===== src/rtl/uart_rx.sv =====
// rtl/uart_rx.sv - UART receiver: 16x oversampled 8E1 deframer feeding a byte FIFO
// Flow control via registered rx_rts_n; parity/frame/overrun errors are one-clk pulses.
module uart_rx #(
  parameter int DEPTH      = 8,
  parameter int RTS_THRESH = 6
) (
  input  logic                     clk,
  input  logic                     rst_n,
  input  logic                     tick,
  input  logic                     rx,
  input  logic                     rx_enable,
  input  logic                     flush,
  output logic                     rx_rts_n,
  output logic [7:0]               rxdata,
  output logic                     rxdata_valid,
  input  logic                     rxdata_ready,
  output logic                     rxfifo_full,
  output logic                     rxfifo_empty,
  output logic [$clog2(DEPTH):0]   rxfifo_level,
  output logic                     err_parity,
  output logic                     err_frame,
  output logic                     err_overrun
);

  localparam int AW = $clog2(DEPTH);
  localparam int LW = AW + 1;

  typedef enum logic [2:0] {
    ST_IDLE,
    ST_START,
    ST_DATA,
    ST_PARITY,
    ST_STOP
  } state_e;

  logic          rx_meta_q, rx_meta_d;
  logic          rx_sync_q, rx_sync_d;
  logic          rx_prev_q, rx_prev_d;
  state_e        state_q, state_d;
  logic [3:0]    s_q, s_d;
  logic [2:0]    bitcnt_q, bitcnt_d;
  logic [7:0]    shift_q, shift_d;
  logic          par_bad_q, par_bad_d;
  logic          frame_done;
  logic          fall_edge;

  logic [7:0]    mem_q [DEPTH];
  logic [AW-1:0] wr_ptr_q, wr_ptr_d;
  logic [AW-1:0] rd_ptr_q, rd_ptr_d;
  logic [LW-1:0] level_q, level_d;
  logic          rts_n_q, rts_n_d;
  logic          err_parity_q, err_parity_d;
  logic          err_frame_q, err_frame_d;
  logic          err_overrun_q, err_overrun_d;

  logic          good_byte;
  logic          pop;
  logic          room;
  logic          push;

  // The previous-value register only advances on ticks, so the falling edge is
  // seen as a tick-to-tick transition and cannot slip between two ticks.
  assign fall_edge = rx_prev_q & ~rx_sync_q;

  always_comb begin
    rx_meta_d  = rx;
    rx_sync_d  = rx_meta_q;
    rx_prev_d  = tick ? rx_sync_q : rx_prev_q;
    state_d    = state_q;
    s_d        = s_q;
    bitcnt_d   = bitcnt_q;
    shift_d    = shift_q;
    par_bad_d  = par_bad_q;
    frame_done = 1'b0;
    if (!rx_enable) begin
      state_d  = ST_IDLE;
      s_d      = 4'd0;
      bitcnt_d = 3'd0;
    end else if (tick) begin
      case (state_q)
        ST_IDLE: begin
          if (fall_edge) begin
            s_d     = 4'd0;
            state_d = ST_START;
          end
        end
        ST_START: begin
          if (s_q == 4'd7) begin
            s_d = 4'd0;
            if (rx_sync_q) begin
              state_d = ST_IDLE;
            end else begin
              bitcnt_d = 3'd0;
              state_d  = ST_DATA;
            end
          end else begin
            s_d = s_q + 4'd1;
          end
        end
        ST_DATA: begin
          if (s_q == 4'd15) begin
            shift_d[bitcnt_q] = rx_sync_q;
            s_d               = 4'd0;
            bitcnt_d          = bitcnt_q + 3'd1;
            if (bitcnt_q == 3'd7) state_d = ST_PARITY;
          end else begin
            s_d = s_q + 4'd1;
          end
        end
        ST_PARITY: begin
          if (s_q == 4'd15) begin
            par_bad_d = rx_sync_q ^ (^shift_q);
            s_d       = 4'd0;
            state_d   = ST_STOP;
          end else begin
            s_d = s_q + 4'd1;
          end
        end
        ST_STOP: begin
          if (s_q == 4'd15) begin
            frame_done = 1'b1;
            s_d        = 4'd0;
            state_d    = ST_IDLE;
          end else begin
            s_d = s_q + 4'd1;
          end
        end
        default: begin
          state_d = ST_IDLE;
          s_d     = 4'd0;
        end
      endcase
    end
  end

  // A full FIFO still accepts a byte when the head is popped in the same cycle.
  assign good_byte = frame_done & rx_sync_q & ~par_bad_q;
  assign pop       = (level_q != '0) & rxdata_ready;
  assign room      = (level_q < LW'(DEPTH)) | pop;
  assign push      = good_byte & ~flush & room;

  always_comb begin
    wr_ptr_d      = wr_ptr_q;
    rd_ptr_d      = rd_ptr_q;
    level_d       = level_q;
    err_parity_d  = frame_done & rx_sync_q & par_bad_q;
    err_frame_d   = frame_done & ~rx_sync_q;
    err_overrun_d = good_byte & ~flush & ~room;
    rts_n_d       = ~(rx_enable & (level_q < LW'(RTS_THRESH)));
    if (flush) begin
      wr_ptr_d = '0;
      rd_ptr_d = '0;
      level_d  = '0;
    end else begin
      if (push) wr_ptr_d = wr_ptr_q + AW'(1);
      if (pop)  rd_ptr_d = rd_ptr_q + AW'(1);
      case ({push, pop})
        2'b10:   level_d = level_q + LW'(1);
        2'b01:   level_d = level_q - LW'(1);
        default: level_d = level_q;
      endcase
    end
  end

  always_ff @(posedge clk or negedge rst_n) begin
    if (!rst_n) begin
      rx_meta_q     <= 1'b1;
      rx_sync_q     <= 1'b1;
      rx_prev_q     <= 1'b1;
      state_q       <= ST_IDLE;
      s_q           <= 4'd0;
      bitcnt_q      <= 3'd0;
      shift_q       <= 8'd0;
      par_bad_q     <= 1'b0;
      wr_ptr_q      <= '0;
      rd_ptr_q      <= '0;
      level_q       <= '0;
      rts_n_q       <= 1'b1;
      err_parity_q  <= 1'b0;
      err_frame_q   <= 1'b0;
      err_overrun_q <= 1'b0;
    end else begin
      rx_meta_q     <= rx_meta_d;
      rx_sync_q     <= rx_sync_d;
      rx_prev_q     <= rx_prev_d;
      state_q       <= state_d;
      s_q           <= s_d;
      bitcnt_q      <= bitcnt_d;
      shift_q       <= shift_d;
      par_bad_q     <= par_bad_d;
      wr_ptr_q      <= wr_ptr_d;
      rd_ptr_q      <= rd_ptr_d;
      level_q       <= level_d;
      rts_n_q       <= rts_n_d;
      err_parity_q  <= err_parity_d;
      err_frame_q   <= err_frame_d;
      err_overrun_q <= err_overrun_d;
    end
  end

  always_ff @(posedge clk) begin
    if (push) mem_q[wr_ptr_q] <= shift_q;
  end

  assign rxdata       = mem_q[rd_ptr_q];
  assign rxdata_valid = (level_q != '0);
  assign rxfifo_empty = (level_q == '0);
  assign rxfifo_full  = (level_q == LW'(DEPTH));
  assign rxfifo_level = level_q;
  assign rx_rts_n     = rts_n_q;
  assign err_parity   = err_parity_q;
  assign err_frame    = err_frame_q;
  assign err_overrun  = err_overrun_q;

endmodule

===== config.mk =====
export PLATFORM = sky130hd
export DESIGN_NAME = uart_rx
export DESIGN_NICKNAME = d
export VERILOG_FILES = /design/src/rtl/uart_rx.sv
export SDC_FILE = /design/constraint.sdc
export NUM_CORES = 1
export LEC_CHECK = 0
export ABC_AREA = 0
export CAP_MARGIN = 20
export CORE_MARGIN = 2
export CORE_UTILIZATION = 40
export DETAILED_ROUTE_END_ITERATION = 7
export DONT_BUFFER_PORTS = 1
export HOLD_SLACK_MARGIN = 0.02
export SLEW_MARGIN = 20
export SYNTH_ARGS = -nofsm -noshare
export SYNTH_HDL_FRONTEND = slang
export SYNTH_SLANG_ARGS = --single-unit

===== constraint.sdc =====
create_clock -name clk -period 4.5 [get_ports clk]
set_clock_uncertainty 0.05 [all_clocks]
set_input_delay 0.9 -clock clk [delete_from_list [all_inputs] [get_ports clk]]
set_output_delay 0.9 -clock clk [all_outputs]
set_load 0.05 [all_outputs]

==> metrics.md, run 1 <==
| Metric | Value |
|---|---|
| Placed Area | 4790 um2 |
| WHS | 189 ps |
| Fraction of layout cells with a size suffix above 1 | around a quarter |
| Synth Warn # | 0 |
| Post-Route WL | about 8 mm |
| Register area | roughly 2800 um2 |
| Syn Nets | 327 |
| Clk sink count | 100 |
| Number of detailed-route iterations in the first pass | 4 |
| Gate Count Post-Synth | 312 |
| Initial antenna violation count | 0 |
| LEAKAGE | 1.89 nW |
| Hold_buf cts | 0 |
| Clock Latency Late Sink | 350 ps |
| Slew margin rel. | 36.9% |
| Initial core utilization | 40.7% |
| EDFF count, synth | 64 |
| Mapped Avg Cell Area | 14.8 um2 |
| Worst path arrival time | 2390 ps |
| Routed len/inst | 17.7 um |
| Die area | between 10000 and 15000 um2 |
| Setup Viol. Count Final | 0 |
| Finished Cell Area | 5080 um2 |
| Final #Nets | 330 |
| Post-route ant nets | 0 |
| Flop pwr share | 55.9% |
| GR Overflow Total | 0 |
| Total Routing Usage GR | between 10 and 15% |
| Detailed Route Iter0 Violations | 160 |
| Total power | 1.77 mW |
| Multi-input combinational cell area | 1710 um2 |
| Worst slew pin tran | between 900 and 1000 ps |
| Max frequency | 299 MHz |
| Crit share post-route | about 74% |
| Max Cap Viol | 0 |
| Die X | 112 um |
| Int Power | ~1.4 mW |
| Pwr per Cell Area | 349 nW/um2 |
| CP max FO | 8 |
| Setup crit end kind | output pin |
| Core box area | 11400 um2 |
| Seq cells post-synth | 100 |
| Comb power frac | 2.7% |
| Clock buffer depth | 2 |
| Vias/cell | between 5 and 6 |
| Post-CTS sizing | 0 |
| Crit Path Category | flip-flop to output pin |
| Die H | 112 um |
| Largest net degree at the start of global routing | 37 |
| Placer Congestion | 0.768 |
| Switching share of power | between 20% and 30% |
| Slew Viols, Final | 0 |
| Switch Pwr | 388 uW |
| Crit path launch type | flip-flop |
| Port bufs | 0 |
| First-pass GRT wire length | 13.2 mm |
| Htree depth | 3 |
| Post-DP HPWL | 5.38 mm |
| Clock transition at the registers of the reported paths | 70 ps |
| Unique masters post-synth | 57 |
| Vias in the first global route | about 2500 |
| Worst EP required | ~3600 ps |
| Antenna cells | 0 |
| Min cycle time layout | 3340 ps |
| Cell Rows | 39 |
| Root Buffer | clkbuf_16 |
| Final Util | 44.7% |
| Filler cells | 1018 |
| Fin. Hold Viols | 0 |
| Peak VDD IR | 0.000241 V |
| Top FF cell, synth | edfxtp_1 |
| Hold Crit Class | primary input to asynchronous set/reset pin |
| Setup repair after global routing missed its margin | no |
| CTS tree | yes |
| Clock group share of total power | 41.4% |
| Setup TNS | 0 ps |
| Io pins | 26 |
| Num CTS Buffers | 9 |
| Layout area overhead | 9.73% |
| Status | completed |
| Asr flop ratio synth | between 30% and 40% |
| Routed vias | 2553 |
| Mapped cell area | ~4600 um2 |
| Setup Buffers After CTS | 0 |
| DRC | 0 |
| Sequential fraction of the synthesis area | 61.1% |
power by group through the flow:
stage | logic, mW | clock network [mW] | registers, mW
6_report | 0.0481 | 0.734 | 0.990
5_1_grt | 0.0534 | 0.790 | 0.992
4_1_cts | 0.0481 | 0.757 | 0.990
3_5_place_dp | 0.0479 | 0 | 1.01
3_3_place_gp | 0.0472 | 0 | 1.01
2_1_floorplan | 0.0517 | 0 | 1.00
sequential cells by signal, summed over array words and instances, names as in the netlist:
register / cells
err_overrun: 1
shift_q: 8
err_parity: 1
rd_ptr_q: 3
rx_sync_q: 1
s_q: 4
mem_q: 64
rx_rts_n: 1
bitcnt_q: 3
rx_prev_q: 1
err_frame: 1
rxfifo_level: 4
par_bad_q: 1
wr_ptr_q: 3
rx_meta_q: 1
state_q: 3
layout make-up:
class                      instances  share of cell area [%]
tap                              143                    3.52
inverter                           8                   0.591
multi-input combinational        189                    33.6
clock buffer                      10                    4.51
sequential                       100                    55.7
timing repair buffer               7                    1.03
clock inverter                     6                    1.06
synth_stat cells, types with 5 or more instances:
cell	number	area share [%]
nor3_1	16	1.7
nor2_1	17	1.4
o21ai_0	8	0.87
inv_1	8	0.65
nand4_1	8	1.1
dfrtp_1	32	17
ha_1	7	1.9
edfxtp_1	64	42
nand2b_1	5	0.68
buf_2	5	0.54
mux4_2	16	7.8
nand3_1	5	0.54
mux2i_1	5	1.1
mux2_2	23	5.6
a21oi_1	5	0.54
nand2_1	11	0.89
xnor2_1	8	1.5
nor2b_1	7	0.95
kinds of logic after synthesis:
| group | Yosys count | synth area share [%] |
|---|---|---|
| AND/OR/NAND/NOR | 96 | 12.5 |
| flip-flops | 100 | 61.1 |
| buffers and inverters | 23 | 2.35 |
| adder cells (fa/ha/maj) | 8 | 2.32 |
| multiplexers | 44 | 14.5 |
| AO/OA/AOI/OAI | 31 | 5.08 |
| XOR/XNOR | 10 | 2.19 |
worst max-delay path, cell delays in order, from the launching register on:
cell	delay, ps
dfrtp_1	670
or4_1	920
inv_1	450
per-stage QoR:
stage / cells / setup slack [ps]
2_1_floorplan: 312 / 1190
4_1_cts: 463 / 1170
3_3_place_gp: 447 / 1330
3_5_place_dp: 447 / 1250
5_1_grt: 463 / 1050
6_report: 463 / 1160
placed cells by master (no fill, tap or decap), types with 7 or more instances in the layout:
cell	netlist	final
inv_1	8	8
o21ai_0	8	8
nor2_1	17	17
buf_4	2	7
dfrtp_1	32	32
edfxtp_1	64	64
nor3_1	16	16
clkbuf_16	0	9
mux4_2	16	16
mux2_2	23	23
nor2b_1	7	7
ha_1	7	7
nand4_1	8	8
nand2_1	11	11
xnor2_1	8	8
metal layers:
layer | track usage, % | vias up | share of wire [%] | routed length (um)
li1 | - | 1209 | - | -
met1 | 17.3 | 1301 | 44 | 3640
met2 | 23.0 | 32 | 50 | 4130
met3 | 3.10 | 11 | 3.2 | 263
met4 | 6.67 | 0 | 2.1 | 175
met5 | 0 | - | 0 | 0
worst paths after layout:
path | from | endpoint | slack, ps | cells past startpoint
max | rxfifo_level[1] | rxfifo_empty | 1160 | 2
min | rst_n | bitcnt_q[1] | 190 | 0
max reg2reg | rxfifo_level[1] | rxfifo_level[3] | 1210 | 8
min reg2reg | rx_meta_q | rx_sync_q | 310 | 0
max in group asynchronous | rst_n | rx_rts_n | 4030 | 0
min in group clk | rx_meta_q | rx_sync_q | 310 | 0
(Power assumes the default switching activity.)
==> inputs of run 2 (changes only) <==
==> constraint.sdc (replaced) <==
create_clock -name clk -period 3.4 [get_ports clk]
set_clock_uncertainty 0.05 [all_clocks]
set_input_delay 0.68 -clock clk [delete_from_list [all_inputs] [get_ports clk]]
set_output_delay 0.68 -clock clk [all_outputs]
set_load 0.05 [all_outputs]
==> metrics.md, run 2 (same netlist as run 1, synthesis figures left out) <==
| Metric | Value |
|---|---|
| Setup Buffers After CTS | 0 |
| Most flop-heavy register | mem_q |
| Final std cells w/o fill | 478 |
| Initial core utilization | 40.7% |
| Min cycle time layout | 2780 ps |
| Total Routing Usage GR | ~15% |
| Antenna cells | 0 |
| Fraction of layout cells with a size suffix above 1 | roughly 27% |
| Number of detailed-route iterations in the first pass | 4 |
| LEAKAGE | 1.99 nW |
| Hold_buf cts | 1 |
| Status | completed |
| Vias/cell | 5.51 |
| Crit path launch | rx_sync_q |
| Final Util | 45.8% |
| Detailed Route Iter0 Violations | 224 |
| Clock buffer depth | 2 |
| GR Overflow Total | 0 |
| Port bufs | 0 |
| Clk sink count | 100 |
| Die H | 112 um |
| Setup repair after global routing missed its margin | no |
| Root Buffer | clkbuf_16 |
| Setup Viol. Count Final | 0 |
| Crit path launch type | flip-flop |
| Die X | 112 um |
| Htree depth | 3 |
| Crit Path Category | flip-flop to flip-flop |
| CP max FO | 14 |
| Post-route ant nets | 0 |
| Pwr per Cell Area | between 400 and 500 nW/um2 |
| Io pins | 26 |
| Clock Latency Late Sink | 350 ps |
| Setup TNS | 0 ps |
| Total power | 2.41 mW |
| Worst slew pin tran | between 600 and 700 ps |
| Die area | between 10000 and 15000 um2 |
| Most common cell after layout, fill and taps aside | edfxtp_1 |
| Slew margin rel. | 57.2% |
| Worst EP required | 3620 ps |
| Peak VDD IR | around 0.00030 V |
| Layout area overhead | 12.5% |
| Clock transition at the registers of the reported paths | about 70 ps |
| Fin. Hold Viols | 0 |
| Worst path arrival time | 2990 ps |
| Max Cap Viol | 0 |
| Core box area | 11400 um2 |
| Routed len/inst | ~18 um |
| Crit share post-route | approximately four fifths |
| Largest net degree at the start of global routing | 33 |
| Placed insts | 461 |
| Placed Area | around 4900 um2 |
| Post-DP HPWL | 5.79 mm |
| Initial antenna violation count | 0 |
| Num CTS Buffers | 9 |
| DRC | 0 |
| Slew Viols, Final | 0 |
| Highest-count cells in the layout ignoring fill and taps | edfxtp_1 (64), dfrtp_1 (32), mux2_2 (23), buf_4 (21), nor2_1 (17) |
| Cell Rows | 39 |
| Routed vias | 2632 |
| First-pass GRT wire length | around 14 mm |
| Post-Route WL | 8.60 mm |
| Finished Cell Area | 5210 um2 |
| Placer Congestion | 0.816 |
| FF-to-FF Start | rx_sync_q |
| Final #Nets | about 350 |
| CTS tree | yes |
| Setup crit end kind | flip-flop |
| Max frequency | 360 MHz |
| Biggest regs | mem_q (64), shift_q (8) |
| Vias in the first global route | 2732 |
| Hold Crit Class | primary input to asynchronous set/reset pin |
| Post-CTS sizing | 0 |
| Max reg flops | 64 |
run 2: cell types whose count changed in the layout (fill, tap and decap cells not counted), sizes merged:
cell	previous run	this run
buf	7	22
bufinv	0	1
clkbuf	10	9
clkinv	1	3
clkinvlp	1	0
inv	12	11
run 2: path summary, 6_finish.rpt:
path,end,slack (ps),cells past startpoint
setup / recovery,rxfifo_level[3],620,8
hold / removal,bitcnt_q[1],110,1
setup reg to reg,rxfifo_level[3],620,8
hold reg to reg,rx_sync_q,310,0
max in group asynchronous,s_q[2],3020,1
min in group clk,rx_meta_q,280,0
run 2: layout make-up:
class | instances | area [um2]
timing repair buffer | 22 | 178
inverter | 8 | 30.0
clock buffer | 9 | 225
fill | 1023 | 6160
sequential | 100 | 2830
clock inverter | 7 | 71.3
multi-input combinational | 189 | 1700
tap | 143 | 179
run 2: report_power, final:
group	internal [mW]	switching (mW)	leakage, nW
Combinational	0.0325	0.0409	0.724
Clock	0.574	0.448	0.147
Sequential	1.29	0.0180	1.12
Total	1.90	0.507	1.99
run 2: routing by layer:
| layer | wire [um] | part of all wire [%] | up-vias | GRT usage (%) |
|---|---|---|---|---|
| li1 | - | - | 1240 | - |
| met5 | 0 | 0 | - | 0 |
| met1 | 3820 | 44 | 1328 | 19.4 |
| met4 | 171 | 2.0 | 0 | 5.02 |
| met3 | 353 | 4.1 | 15 | 4.95 |
| met2 | 4260 | 49 | 49 | 24.4 |
run 2: metrics by stage:
step / setup slack (ps) / hold WS, ps
global route: 446 / 97.3
global placement: 693 / 309
finish: 625 / 106
floorplan: 306 / 295
detailed placement: 633 / 308
CTS: 616 / 103
run 2: worst max-delay path, stage by stage (launching register included):
cell     delay, ps
dfstp_2        660
or3b_4         430
nor3_4         210
nor2_1         130
ha_1           290
a21o_1         180
a21o_1         180
or4_1          390
a31oi_1        180
